File: config.mk
export PLATFORM = sky130hd
export DESIGN_NAME = ntt_io_bridge
export DESIGN_NICKNAME = d
export VERILOG_FILES = /design/src/rtl/ntt_pkg.sv /design/src/rtl/ntt_io_bridge_fifo.sv /design/src/rtl/ntt_io_bridge.sv
export SDC_FILE = /design/constraint.sdc
export NUM_CORES = 1
export LEC_CHECK = 0
export BUFFER_PORTS_ARGS = -buffer_cell sky130_fd_sc_hd__buf_4
export CAP_MARGIN = 20
export CORE_ASPECT_RATIO = 0.5
export CORE_UTILIZATION = 40
export CTS_CLUSTER_DIAMETER = 30
export DETAILED_ROUTE_END_ITERATION = 8
export PLACE_DENSITY = 0.71
export SYNTH_ARGS = -nofsm -noshare
export SYNTH_HDL_FRONTEND = slang
export SYNTH_SLANG_ARGS = --single-unit
File: constraint.sdc
create_clock -name clk -period 4.99 [get_ports clk]
set_input_delay 0.7485 -clock clk [delete_from_list [all_inputs] [get_ports clk]]
set_output_delay 0.7485 -clock clk [all_outputs]
set_load 0.01 [all_outputs]
File: src/rtl/ntt_pkg.sv
// Shared NTT definitions: bridge FSM states and the processor geometry constants.
package ntt_pkg;

  localparam int NTT_DEPTH = 8;
  localparam int NTT_ROUND = 3;

  typedef enum logic [2:0] {
    ST_IDLE,
    ST_LOAD,
    ST_START,
    ST_WAIT,
    ST_READ,
    ST_RESP
  } ntt_state_e;

endpackage

File: src/rtl/ntt_io_bridge_fifo.sv
// First-word-fall-through synchronous FIFO; head word is presented whenever not empty.
module sync_fifo_fwft #(
  parameter int WIDTH = 32,
  parameter int DEPTH = 8
) (
  input  logic             clk,
  input  logic             rst,
  input  logic             push,
  input  logic [WIDTH-1:0] din,
  input  logic             pop,
  output logic [WIDTH-1:0] dout,
  output logic             full,
  output logic             empty
);

  localparam int AW = (DEPTH > 1) ? $clog2(DEPTH) : 1;

  logic [WIDTH-1:0] mem [DEPTH];
  logic [AW-1:0]    wr_ptr;
  logic [AW-1:0]    rd_ptr;
  logic [AW:0]      count;
  logic             do_push;
  logic             do_pop;

  assign empty   = (count == '0);
  assign full    = (count == (AW+1)'(DEPTH));
  assign do_push = push & ~full;
  assign do_pop  = pop & ~empty;
  // Head is forced to zero when empty so the output never shows stale storage.
  assign dout    = empty ? '0 : mem[rd_ptr];

  always_ff @(posedge clk) begin
    if (rst) begin
      wr_ptr <= '0;
      rd_ptr <= '0;
      count  <= '0;
    end else begin
      if (do_push) wr_ptr <= wr_ptr + 1'b1;
      if (do_pop)  rd_ptr <= rd_ptr + 1'b1;
      case ({do_push, do_pop})
        2'b10:   count <= count + 1'b1;
        2'b01:   count <= count - 1'b1;
        default: count <= count;
      endcase
    end
  end

  always_ff @(posedge clk) begin
    if (do_push) mem[wr_ptr] <= din;
  end

endmodule

File: src/rtl/ntt_io_bridge.sv
// Host-side bridge for one NTT processor: load DEPTH words, start, wait, burst-read, buffer results.
module ntt_io_bridge
  import ntt_pkg::*;
#(
  parameter int WIDTH          = 32,
  parameter int DEPTH          = NTT_DEPTH,
  parameter int RD_LATENCY     = 2,
  parameter int COMPUTE_CYCLES = 24
) (
  input  logic             clk,
  input  logic             rst,
  input  logic [WIDTH-1:0] s_data,
  input  logic             s_valid,
  output logic             s_ready,
  output logic [WIDTH-1:0] m_data,
  output logic             m_valid,
  input  logic             m_ready,
  output logic [WIDTH-1:0] proc_din,
  output logic             proc_din_valid,
  output logic             proc_start,
  output logic             proc_read_valid,
  input  logic [WIDTH-1:0] proc_dout,
  input  logic             proc_dout_valid,
  output logic             busy,
  output logic             done,
  output logic             err
);

  localparam int CW = $clog2(DEPTH) + 1;
  localparam int WW = $clog2(COMPUTE_CYCLES) + 1;
  localparam logic [CW-1:0] DEPTH_C   = CW'(DEPTH);
  localparam logic [CW-1:0] LAST_C    = CW'(DEPTH - 1);
  localparam logic [CW-1:0] LAT_C     = CW'(RD_LATENCY);
  localparam logic [WW-1:0] WAIT_LAST = WW'(COMPUTE_CYCLES - 1);

  ntt_state_e       state_q, state_d;
  logic [CW-1:0]    wcnt_q, wcnt_d;
  logic [CW-1:0]    rcnt_q, rcnt_d;
  logic [CW-1:0]    ocnt_q, ocnt_d;
  logic [WW-1:0]    wait_q, wait_d;
  logic             rdy_en_q;
  logic             accept;
  logic             push;
  logic             stray;
  logic             resp_window;
  logic             fifo_full;
  logic             fifo_empty;
  logic [WIDTH-1:0] din_p1;
  logic             vld_p1;
  logic             err_q;

  // Responses start arriving RD_LATENCY cycles into the read burst, so the
  // legal window spans the tail of READ plus all of RESP.
  assign resp_window = ((state_q == ST_READ) && (rcnt_q >= LAT_C)) ||
                       (state_q == ST_RESP);

  always_comb begin
    state_d         = state_q;
    wcnt_d          = wcnt_q;
    rcnt_d          = rcnt_q;
    ocnt_d          = ocnt_q;
    wait_d          = wait_q;
    s_ready         = 1'b0;
    accept          = 1'b0;
    proc_start      = 1'b0;
    proc_read_valid = 1'b0;
    push            = 1'b0;
    done            = 1'b0;
    stray           = 1'b0;
    case (state_q)
      ST_IDLE: begin
        s_ready = rdy_en_q;
        if (s_valid && rdy_en_q) begin
          accept  = 1'b1;
          wcnt_d  = CW'(1);
          state_d = (DEPTH == 1) ? ST_START : ST_LOAD;
        end
      end
      ST_LOAD: begin
        s_ready = (wcnt_q < DEPTH_C);
        if (s_valid && s_ready) begin
          accept = 1'b1;
          wcnt_d = wcnt_q + 1'b1;
          if (wcnt_q == LAST_C) state_d = ST_START;
        end
      end
      ST_START: begin
        proc_start = 1'b1;
        wait_d     = '0;
        ocnt_d     = '0;
        state_d    = ST_WAIT;
      end
      ST_WAIT: begin
        // An empty FIFO guarantees room for the whole burst, so reads never stall.
        if (wait_q != WAIT_LAST) begin
          wait_d = wait_q + 1'b1;
        end else if (fifo_empty) begin
          rcnt_d  = '0;
          state_d = ST_READ;
        end
      end
      ST_READ: begin
        proc_read_valid = 1'b1;
        rcnt_d          = rcnt_q + 1'b1;
        if (rcnt_q == LAST_C) state_d = ST_RESP;
      end
      ST_RESP: begin
        state_d = ST_RESP;
      end
      default: state_d = ST_IDLE;
    endcase

    if (proc_dout_valid) begin
      if (resp_window && !fifo_full) begin
        push   = 1'b1;
        ocnt_d = ocnt_q + 1'b1;
        if (ocnt_q == LAST_C) begin
          done    = 1'b1;
          ocnt_d  = '0;
          state_d = ST_IDLE;
        end
      end else begin
        stray = 1'b1;
      end
    end
  end

  always_ff @(posedge clk) begin
    if (rst) begin
      state_q  <= ST_IDLE;
      wcnt_q   <= '0;
      rcnt_q   <= '0;
      ocnt_q   <= '0;
      wait_q   <= '0;
      rdy_en_q <= 1'b0;
      err_q    <= 1'b0;
      vld_p1   <= 1'b0;
    end else begin
      state_q  <= state_d;
      wcnt_q   <= wcnt_d;
      rcnt_q   <= rcnt_d;
      ocnt_q   <= ocnt_d;
      wait_q   <= wait_d;
      rdy_en_q <= 1'b1;
      vld_p1   <= accept;
      if (stray) err_q <= 1'b1;
    end
  end

  // Stage p1: accepted coefficient registered toward the processor write port.
  always_ff @(posedge clk) begin
    if (rst) begin
      din_p1 <= '0;
    end else if (accept) begin
      din_p1 <= s_data;
    end
  end

  sync_fifo_fwft #(
    .WIDTH(WIDTH),
    .DEPTH(DEPTH)
  ) u_fifo (
    .clk  (clk),
    .rst  (rst),
    .push (push),
    .din  (proc_dout),
    .pop  (m_ready),
    .dout (m_data),
    .full (fifo_full),
    .empty(fifo_empty)
  );

  assign m_valid        = ~fifo_empty;
  assign proc_din       = din_p1;
  assign proc_din_valid = vld_p1;
  assign busy           = (state_q != ST_IDLE);
  assign err            = err_q;

endmodule

* Yosys cells after proc, flatten, opt, wreduce, memory -nomap -nowiden
Memory sizes are Yosys's and may differ from the RTL's. A register that Yosys moved wholly into a read port is not among the register bits.
Cells that the tools add are included.
** Word-level totals
- Register bits after elaboration :: 66
- Memory bits (writable) :: 256
- Output and inout bits :: 72
- Logic and storage cells :: 102
- Input bits :: 69
- Memories :: 1
** Cells by class
- Reduce and logical (&&, ||, !) cells :: 16
- Equal/unequal tests :: 17
- Add/subtract/negate cells :: 8
- Bitwise logic cells :: 4
- Magnitude comparators :: 2
- Muxes and demuxes :: 42
** Memory list
- u_fifo.mem :: depth 8, width 32, read ports 1, clocked after memory_dff 1, write ports 1, RTL line ntt_io_bridge_fifo.sv:18 : logic [WIDTH-1:0] mem [DEPTH];
** Operators with widths (number)
- $mux W3 :: 11
- $mux W32 :: 1
- $mux W4 :: 8
- $pmux W4 S2 :: 3
- $pmux W3 S6 :: 1
- $add A4 B1 Y4 const B :: 4
- $mux W1 :: 14
- $eq A4 B3 Y1 const B :: 3
- $pmux W6 S2 :: 1
- $ne A2 B2 Y1 const B :: 4
- $reduce_bool A2 Y1 :: 4
- $add A3 B1 Y3 const B :: 2
- $add A6 B1 Y6 const B :: 1
- $eq A3 B2 Y1 const B :: 2
- $eq A3 B3 Y1 const B :: 2
- $mux W6 :: 1
- $ne A6 B5 Y1 const B :: 1
- $reduce_and A3 Y1 :: 2
- $eq A4 B4 Y1 const B :: 1
- $ge A4 B2 Y1 const B :: 1
- $logic_and A1 B1 Y1 :: 4
- $logic_not A4 Y1 :: 1
- $lt A4 B4 Y1 const B :: 1
- $pmux W1 S2 :: 2
- 12 further kinds :: 14

* Longest topological paths before layout
Gate-level depths: netlist of run 1.
- Word-level depth :: 9
- Depth in mapped cells :: 13
- Mapped depth without buffers :: 13

* Modules after synthesis
Synthesis of run 1 repeated with hierarchy kept, for this count alone.
** Second synthesis, totals
- Cells, all modules :: 764
- Area, all modules :: 12762.2 µm²
** Modules (own cells, without submodules)
- sync_fifo_fwft :: area an instance 10418.7 µm², times used 1, cells an instance 479, seq. area each 7947.6 µm²
- ntt_io_bridge :: area an instance 2343.5 µm², times used 1, cells an instance 285, seq. area each 1121.1 µm²

* Worst setup path before layout of run 1
OpenSTA, ideal clock, no wires.
- Path kind :: input to register
- Start point :: input port proc_dout_valid
- End point :: memory u_fifo.mem[1][0] (enable)
- Path buffers :: 1
- Required time :: 4.477 ns
- Setup time :: 0.513 ns
- Cell stages on the path :: 5
- Setup slack :: -0.262 ns
- Arrival :: 4.739 ns
- Cells stage by stage :: clkbuf_1 inv_1 nor2_2 inv_2 nor4b_1
** On the way
- Word-level cells in the longest chain between the ends :: 4
** RTL lines
- start, declared :: RTL line ntt_io_bridge.sv:23 : input logic proc_dout_valid,
- $mux W1 :: RTL line ntt_io_bridge.sv:113 : if (proc_dout_valid) begin
- $and A1 B1 Y1 :: RTL line ntt_io_bridge_fifo.sv:27 : assign do_push = push & ~full;
- $mux W1 :: RTL line ntt_io_bridge_fifo.sv:49 : if (do_push) mem[wr_ptr] <= din;
- $mux W1 (implied by the code) :: RTL line ntt_io_bridge_fifo.sv:49
- end, declared :: RTL line ntt_io_bridge_fifo.sv:18
Every way passes these cells.

==> results of run 1 <==
==> sequential cells by signal, indices dropped and copies added (netlist names), 3 cells and up, named ones only <==
signal and cells:
wait_q 6, ocnt_q 4, u_fifo.count 4, state_q 3
u_fifo.rd_ptr 3, u_fifo.wr_ptr 3, wcnt_q 4, rcnt_q 4
proc_din 32, u_fifo.mem 256
==> worst max-delay path: stages, from the launching register on <==
cell and delay [ns]:
dfxtp_4 0.82, buf_4 0.44, mux4_2 0.54, mux2i_1 0.20
nor2_1 0.07, buf_4 0.16
==> cells in the mapped netlist (all sizes together), types with 3 or more instances <==
cell type,instances,area (um^2)
nor2b,7,43.79
nor3,9,45.04
a21oi,45,225.2
o211ai,3,22.52
dfxtp,69,1381
nand4,4,25.02
inv,8,30.03
a211oi,4,35.03
nand2b,9,56.30
ha,10,125.1
nor2,53,203.9
o21ai,8,40.03
a31o,4,35.03
xor2,7,61.31
buf,21,101.4
clkbuf,20,75.07
or3,3,18.77
nand2,75,281.5
nor4,7,73.82
nor3b,3,22.52
edfxtp,256,7687
nand3,7,35.03
mux4,64,1441
nor4b,3,32.53
mux2i,34,340.3
==> metrics by stage <==
step	cells	total power, mW	hold slack (ns)
final	1373	6.056	0.4351
after global routing	1373	6.252	0.4212
after CTS	1372	6.112	0.4123
after detailed placement	1302	3.160	0.4518
after global placement	1302	3.152	0.4428
after floorplan	761	3.057	0.4487
==> cell type report <==
type	instances	area, um^2	share of cell area
multi-input combinational	387	3452	0.2201
clock buffer	46	1023	0.06526
timing repair buffer	160	1234	0.07866
clock inverter	24	340.3	0.02170
inverter	8	30.03	0.001915
tap	423	529.3	0.03375
sequential	325	9075	0.5786
==> cells in the final DEF (no fill, tap or decap), types with 10 or more instances in the layout <==
cell type | netlist | final
buf_4 | 0 | 158
mux2i_1 | 34 | 34
nor2_1 | 51 | 50
nand2_1 | 75 | 75
edfxtp_1 | 256 | 256
dfxtp_1 | 69 | 66
mux4_2 | 64 | 64
a21oi_1 | 45 | 45
ha_1 | 10 | 10
clkbuf_16 | 0 | 40
==> final timing paths <==
check | endpoint | cells past startpoint | slack (ns) | start
worst max-delay path | m_data[22] | 5 | 1.44 | flip-flop
worst min-delay path | u_fifo.mem[7][1] | 1 | 0.44 | proc_dout[1]
worst max register to register | u_fifo.mem[4][11] | 5 | 2.10 | state_q[0]
worst min register to register | proc_din[15] | 2 | 0.46 | proc_din[15]
==> report_power, final <==
group	leakage, nW	total, mW	internal [mW]	switching (mW)
clock	0.662	2.95	1.85	1.10
combinational	1.77	0.160	0.0740	0.0857
sequential	2.86	2.95	2.93	0.0119
==> logic make-up after synthesis <==
group                    count (synthesis)  synth area share
AO/OA/AOI/OAI                           82           0.04065
XOR/XNOR                                 9          0.006216
adder cells (fa/ha/maj)                 10          0.009867
buffers and inverters                   49           0.01628
flip-flops                             325            0.7151
multiplexers                            99            0.1414
AND/OR/NAND/NOR                        187           0.07045
==> per-layer routing <==
metal	vias up	part of all wire	GRT usage
li1	3285	-	-
met1	3585	0.43	0.2086
met2	196	0.50	0.2727
met3	32	0.055	0.03431
met4	0	0.016	0.04855
met5	-	0	0
==> results.md, run 1 <==
* Area Overhead vs Synth at 23.68%
* Number of flops mapped to enable cells by yosys at 256
* HP Class: input pin to flip-flop
* PwrDens at 386.1 nW/um^2
* Arrival time worst endpoint at 2.80 ns
* Fin util at 0.5102
* Endpoints failing setup at 0
* RSZ-0062 raised after global routing: false
* I/O pin count at 141
* Fmax at 0.2816 GHz
* Initial DRC count at 578
* Synth unique cells at 55
* H-tree depth at 2
* Peak VDD IR at 0.0002439 V
* Die W at 253.8 um
* Most used DFF post-synth: edfxtp_1
* Clk root buf: clkbuf_16
* GRT Residual Overflow at 0
* Synth Warn # at 0
* Clock latency on the worst-skew pair at 0.54 ns
* Fin crit share at 0.7118
* Global-route wire length before repair at 39980 um
* Slew at the pin with the worst max-slew slack at 1.013 ns
* Asr flop ratio synth at 0
* Worst rel slew slack at 0.3246
* Row cnt at 45
* Routed wire length at 25580 um
* Status: finished, final reports clean
* Crit Path Max Fanout at 37
* Register area share after synthesis at 0.7151
* Largest net degree at the start of global routing at 68
* Die area at 32460 um^2
* Post-synth design cell area at 12680 um^2
* Wire length per cell at 18.63 um
* Avg Inst Size Synth at 16.66 um^2
* Skew final at 0.03192 ns
* Crit path time final at 3.552 ns
* Post-CTS Setup Repair Bufs at 0
* Final nets at 1001
* Setup TNS at 0 ns
* TritonCTS clock tree: done
* CTS sink cnt at 325
* HPWL after detailed placement at 15180 um
* CTS Buf Count at 40
* Clock Tree Buf Depth at 3
* Fillers at 2511
* Total GRT Usage at 0.1608
* Final slew viol count at 0
* Endpoints failing hold at 0
* TritonRoute pass-1 iters at 4
* Vias in the first global route at 7320
* Synthesized flop and latch total at 325
* Critical Path End Type: primary output
* Initial Utilization at 0.4125
* Clock slew at reported path FFs at 0.06 ns
* ANT cells at 0
* Final ANT Viol Nets at 0
* Placer Congestion at 0.7537
* Share of layout cells above drive strength 1 at 0.3242
* Remaining DRCs at 0
* Number of port buffers at 140
* Cts hold-fix bufs at 0
* Critical Path Start Type: flip-flop
* Final WS setup at 1.438 ns
* Placed Area at 14290 um^2
* # resized after CTS at 0
* Kind of critical path: flip-flop to primary output
* Core area at 30740 um^2
* Leakage dissipation at 5.298 nW
* Initial antenna violation count at 0
* Max-Cap Viols at 0
* Fin area at 15680 um^2
* DR vias at 7098
* Setup WS pre-CTS at 1.892 ns
* DR vias/cell at 5.170
* Critical Path RT at 4.24 ns
* Syn Inst Count at 761
* Die height at 127.9 um
* Mapped Nets at 840
No activity file was read; power rests on OpenSTA's default activity.
==> inputs of run 2 (changes only) <==
--- a/config.mk
+++ b/config.mk
@@ -5,6 +5,7 @@
 export SDC_FILE = /design/constraint.sdc
 export NUM_CORES = 1
 export LEC_CHECK = 0
+export ABC_AREA = 1
 export BUFFER_PORTS_ARGS = -buffer_cell sky130_fd_sc_hd__buf_4
 export CAP_MARGIN = 20
 export CORE_ASPECT_RATIO = 0.5
==> constraint.sdc (replaced) <==
create_clock -name clk -period 3 [get_ports clk]
set_input_delay 0.45 -clock clk [delete_from_list [all_inputs] [get_ports clk]]
set_output_delay 0.45 -clock clk [all_outputs]
set_load 0.01 [all_outputs]
==> results.md, run 2 <==
* Setup TNS at 0 ns (unchanged)
* Clk root buf: clkbuf_16
* Most used cell, CP: nor2_1
* Most common cell after layout, fill and taps aside: nor2_1
* Register area share after synthesis at 0.6993 (-0.01587)
* Die height at 129.3 um (+1.1%)
* Cts hold-fix bufs at 0 (unchanged)
* Synth unique cells at 36 (-35%)
* Initial antenna violation count at 0 (unchanged)
* Synth area leaders: edfxtp_1 (59%), dfxtp_1 (11%), nor2_1 (8.5%), o21ai_0 (7.3%), mux2i_1 (2.5%)
* Cell-by-cell trace of the critical path: buf_4, nor2_1, nor2_1, o21ai_0, o21ai_1, o21ai_0, nor2_1, buf_4
* Most frequent cells in the layout: nor2_1 (284), edfxtp_1 (256), o21ai_0 (189), buf_4 (154), dfxtp_1 (66)
* Number of port buffers at 140 (unchanged)
* Fmax at 0.3586 GHz
* Asr flop ratio synth at 0 (unchanged)
* Routed wire length at 29290 um (+14%)
* Mapped Nets at 1207 (+44%)
* Most used DFF post-synth: edfxtp_1
* Critical Path RT at 2.55 ns (-1.69 ns)
* Synth top area share at 0.5928 (-0.01345)
* HPWL after detailed placement at 17690 um (+17%)
* Placer Congestion at 0.7991 (+6.0%)
* DR vias/cell at 5.206 (+0.70%)
* TritonCTS clock tree: done
* Number of flops mapped to enable cells by yosys at 256 (unchanged)
* HP Start: proc_dout[24]
* Final slew viol count at 0 (unchanged)
* Fin crit share at 0.9296
* Synthesized flop and latch total at 325 (unchanged)
* Final nets at 1351 (+35%)
* Post-synth design cell area at 12970 um^2 (+2.3%)
* Die area at 33190 um^2 (+2.2%)
* Min Hold Slack at 0.1362 ns (-0.2990 ns)
* Fin util at 0.5053 (-0.004858)
* Critical Path Start Type: flip-flop
* I/O pin count at 141 (unchanged)
* Critical R2R Launch: state_q[0]
* Max reg flops at 256 (unchanged)
* CTS Buf Count at 41 (+2.5%)
* Synth Warn # at 0 (unchanged)
* Remaining DRCs at 0 (unchanged)
* Row cnt at 46 (+2.2%)
* Clock Tree Buf Depth at 3 (unchanged)
* Post-synthesis cell type with the largest combined area: edfxtp_1
* Avg Inst Size Synth at 11.50 um^2 (-31%)
* Crit path time final at 2.789 ns
* Crit-path max cell delay at 0.56 ns (-0.26 ns)
* Largest net degree at the start of global routing at 97 (+43%)
* Worst rel slew slack at 0.5533 (+0.2287)
* Final WS setup at 0.2113 ns (-1.227 ns)
* Status: finished, final reports clean
* GRT Residual Overflow at 0 (unchanged)
* Core area at 31770 um^2 (+3.3%)
* Largest Register: u_fifo.mem
* Initial DRC count at 779 (+35%)
* Arrival time worst endpoint at 2.34 ns (-0.46 ns)
* Critical-path cell with the highest stage delay: dfxtp_4
* # resized after CTS at 0 (unchanged)
* Wire length per cell at 16.87 um (-9.5%)
* Initial Utilization at 0.4082 (-0.004295)
* Clock latency on the worst-skew pair at 0.55 ns (about the same)
* Total GRT Usage at 0.1731 (+0.01234)
* CTS sink cnt at 325 (unchanged)
* ANT cells at 0 (unchanged)
* Final ANT Viol Nets at 0 (unchanged)
* Leakage dissipation at 5.824 nW (+9.9%)
* Slew at the pin with the worst max-slew slack at 0.6701 ns (-0.3430 ns)
* RSZ-0062 raised after global routing: false
* Most frequent cell after synthesis: nor2_1
* Crit Path Max Fanout at 33 (-11%)
* TritonRoute pass-1 iters at 5 (+1)
* Peak VDD IR at 0.0004683 V (+92%)
* Syn Inst Count at 1128 (+48%)
* HP Class: input pin to flip-flop
* Synth top cells by count: nor2_1 (292), edfxtp_1 (256), o21ai_0 (189), dfxtp_1 (69), nand2_1 (52)
* Endpoints failing setup at 0 (unchanged)
* Share of layout cells above drive strength 1 at 0.2017 (-0.1225)
* Setup WS pre-CTS at 0.5489 ns (-1.343 ns)
* Clock slew at reported path FFs at 0.07 ns (about the same)
* Fillers at 2675 (+6.5%)
* Area Overhead vs Synth at 23.79% (about the same)
* Vias in the first global route at 8867 (+21%)
* Endpoints failing hold at 0 (unchanged)
* DR vias at 9037 (+27%)
* Kind of critical path: flip-flop to primary output
* Die W at 256.6 um (+1.1%)
* Skew final at 0.03691 ns (+0.004995 ns)
* PwrDens at 835.1 nW/um^2 (+120%)
* Critical Path End Type: primary output
* Global-route wire length before repair at 46020 um (+15%)
* Max-Cap Viols at 0 (unchanged)
* Post-CTS Setup Repair Bufs at 0 (unchanged)
* H-tree depth at 2 (unchanged)
[run 2: changes by cell type in the layout (fill, tap and decap cells not counted), sizes merged, moves of 9 or more]
cell / previous run / this run
nor2: 53 / 294
o21ai: 8 / 202
mux4: 64 / 0
inv: 12 / 46
o22ai: 1 / 33
nand3: 7 / 33
nand2: 75 / 54
a21oi: 45 / 28
nand2b: 9 / 0
[run 2: layout make-up]
cell class | count | area [um^2] | share of cell area
sequential | 325 | 9077 | 0.5654
multi-input combinational | 706 | 3543 | 0.2207
timing repair buffer | 162 | 1308 | 0.08144
clock buffer | 45 | 1084 | 0.06749
tap | 432 | 540.5 | 0.03367
clock inverter | 30 | 365.4 | 0.02276
inverter | 36 | 136.4 | 0.008495
[run 2: path summary, 6_finish.rpt]
path / end / depth (start not counted) / slack (ns)
setup / recovery: m_data[13] / 8 / 0.21
hold / removal: u_fifo.mem[6][24] / 1 / 0.14
setup reg to reg: u_fifo.mem[1][29] / 8 / 0.57
hold reg to reg: flip-flop / 2 / 0.46
[run 2: cell families (layout without fill, tap and decap cells)]
logic type               Yosys count  count (layout)  synth area share
multiplexers                      32              32           0.02470
flip-flops                       325             325            0.6993
AO/OA/AOI/OAI                    265             265            0.1070
buffers and inverters             97             273           0.03251
AND/OR/NAND/NOR                  393             393            0.1228
XOR/XNOR                           6               6          0.004053
adder cells (fa/ha/maj)           10              10          0.009648
[run 2: per-layer routing]
| metal | vias to the layer above | share of wire | global-route usage |
|---|---|---|---|
| li1 | 4292 | - | - |
| met1 | 4423 | 0.43 | 0.2228 |
| met2 | 275 | 0.50 | 0.3017 |
| met3 | 47 | 0.055 | 0.03267 |
| met4 | 0 | 0.017 | 0.04902 |
| met5 | - | 0 | 0 |
[run 2: metrics by stage]
step	cell area (um^2)	std cells	total power [mW]
4_1_cts	16050	1736	13.50
3_5_place_dp	14600	1661	8.395
3_3_place_gp	14600	1661	8.323
6_report	16050	1736	13.41
2_1_floorplan	12970	1128	7.139
5_1_grt	16050	1736	14.08
[run 2: worst max-delay path, delay by kind of cell (launching register included)]
kind / cells / cell delay [ns]
compound gates: 3 / 0.33
buf+inv: 2 / 0.55
flops: 1 / 0.56
simple gates: 3 / 0.36
[run 2: power by group]
part | switching, mW | internal (mW)
Combinational | 1.89 | 1.25
Clock | 1.99 | 3.12
Sequential | 0.211 | 4.94
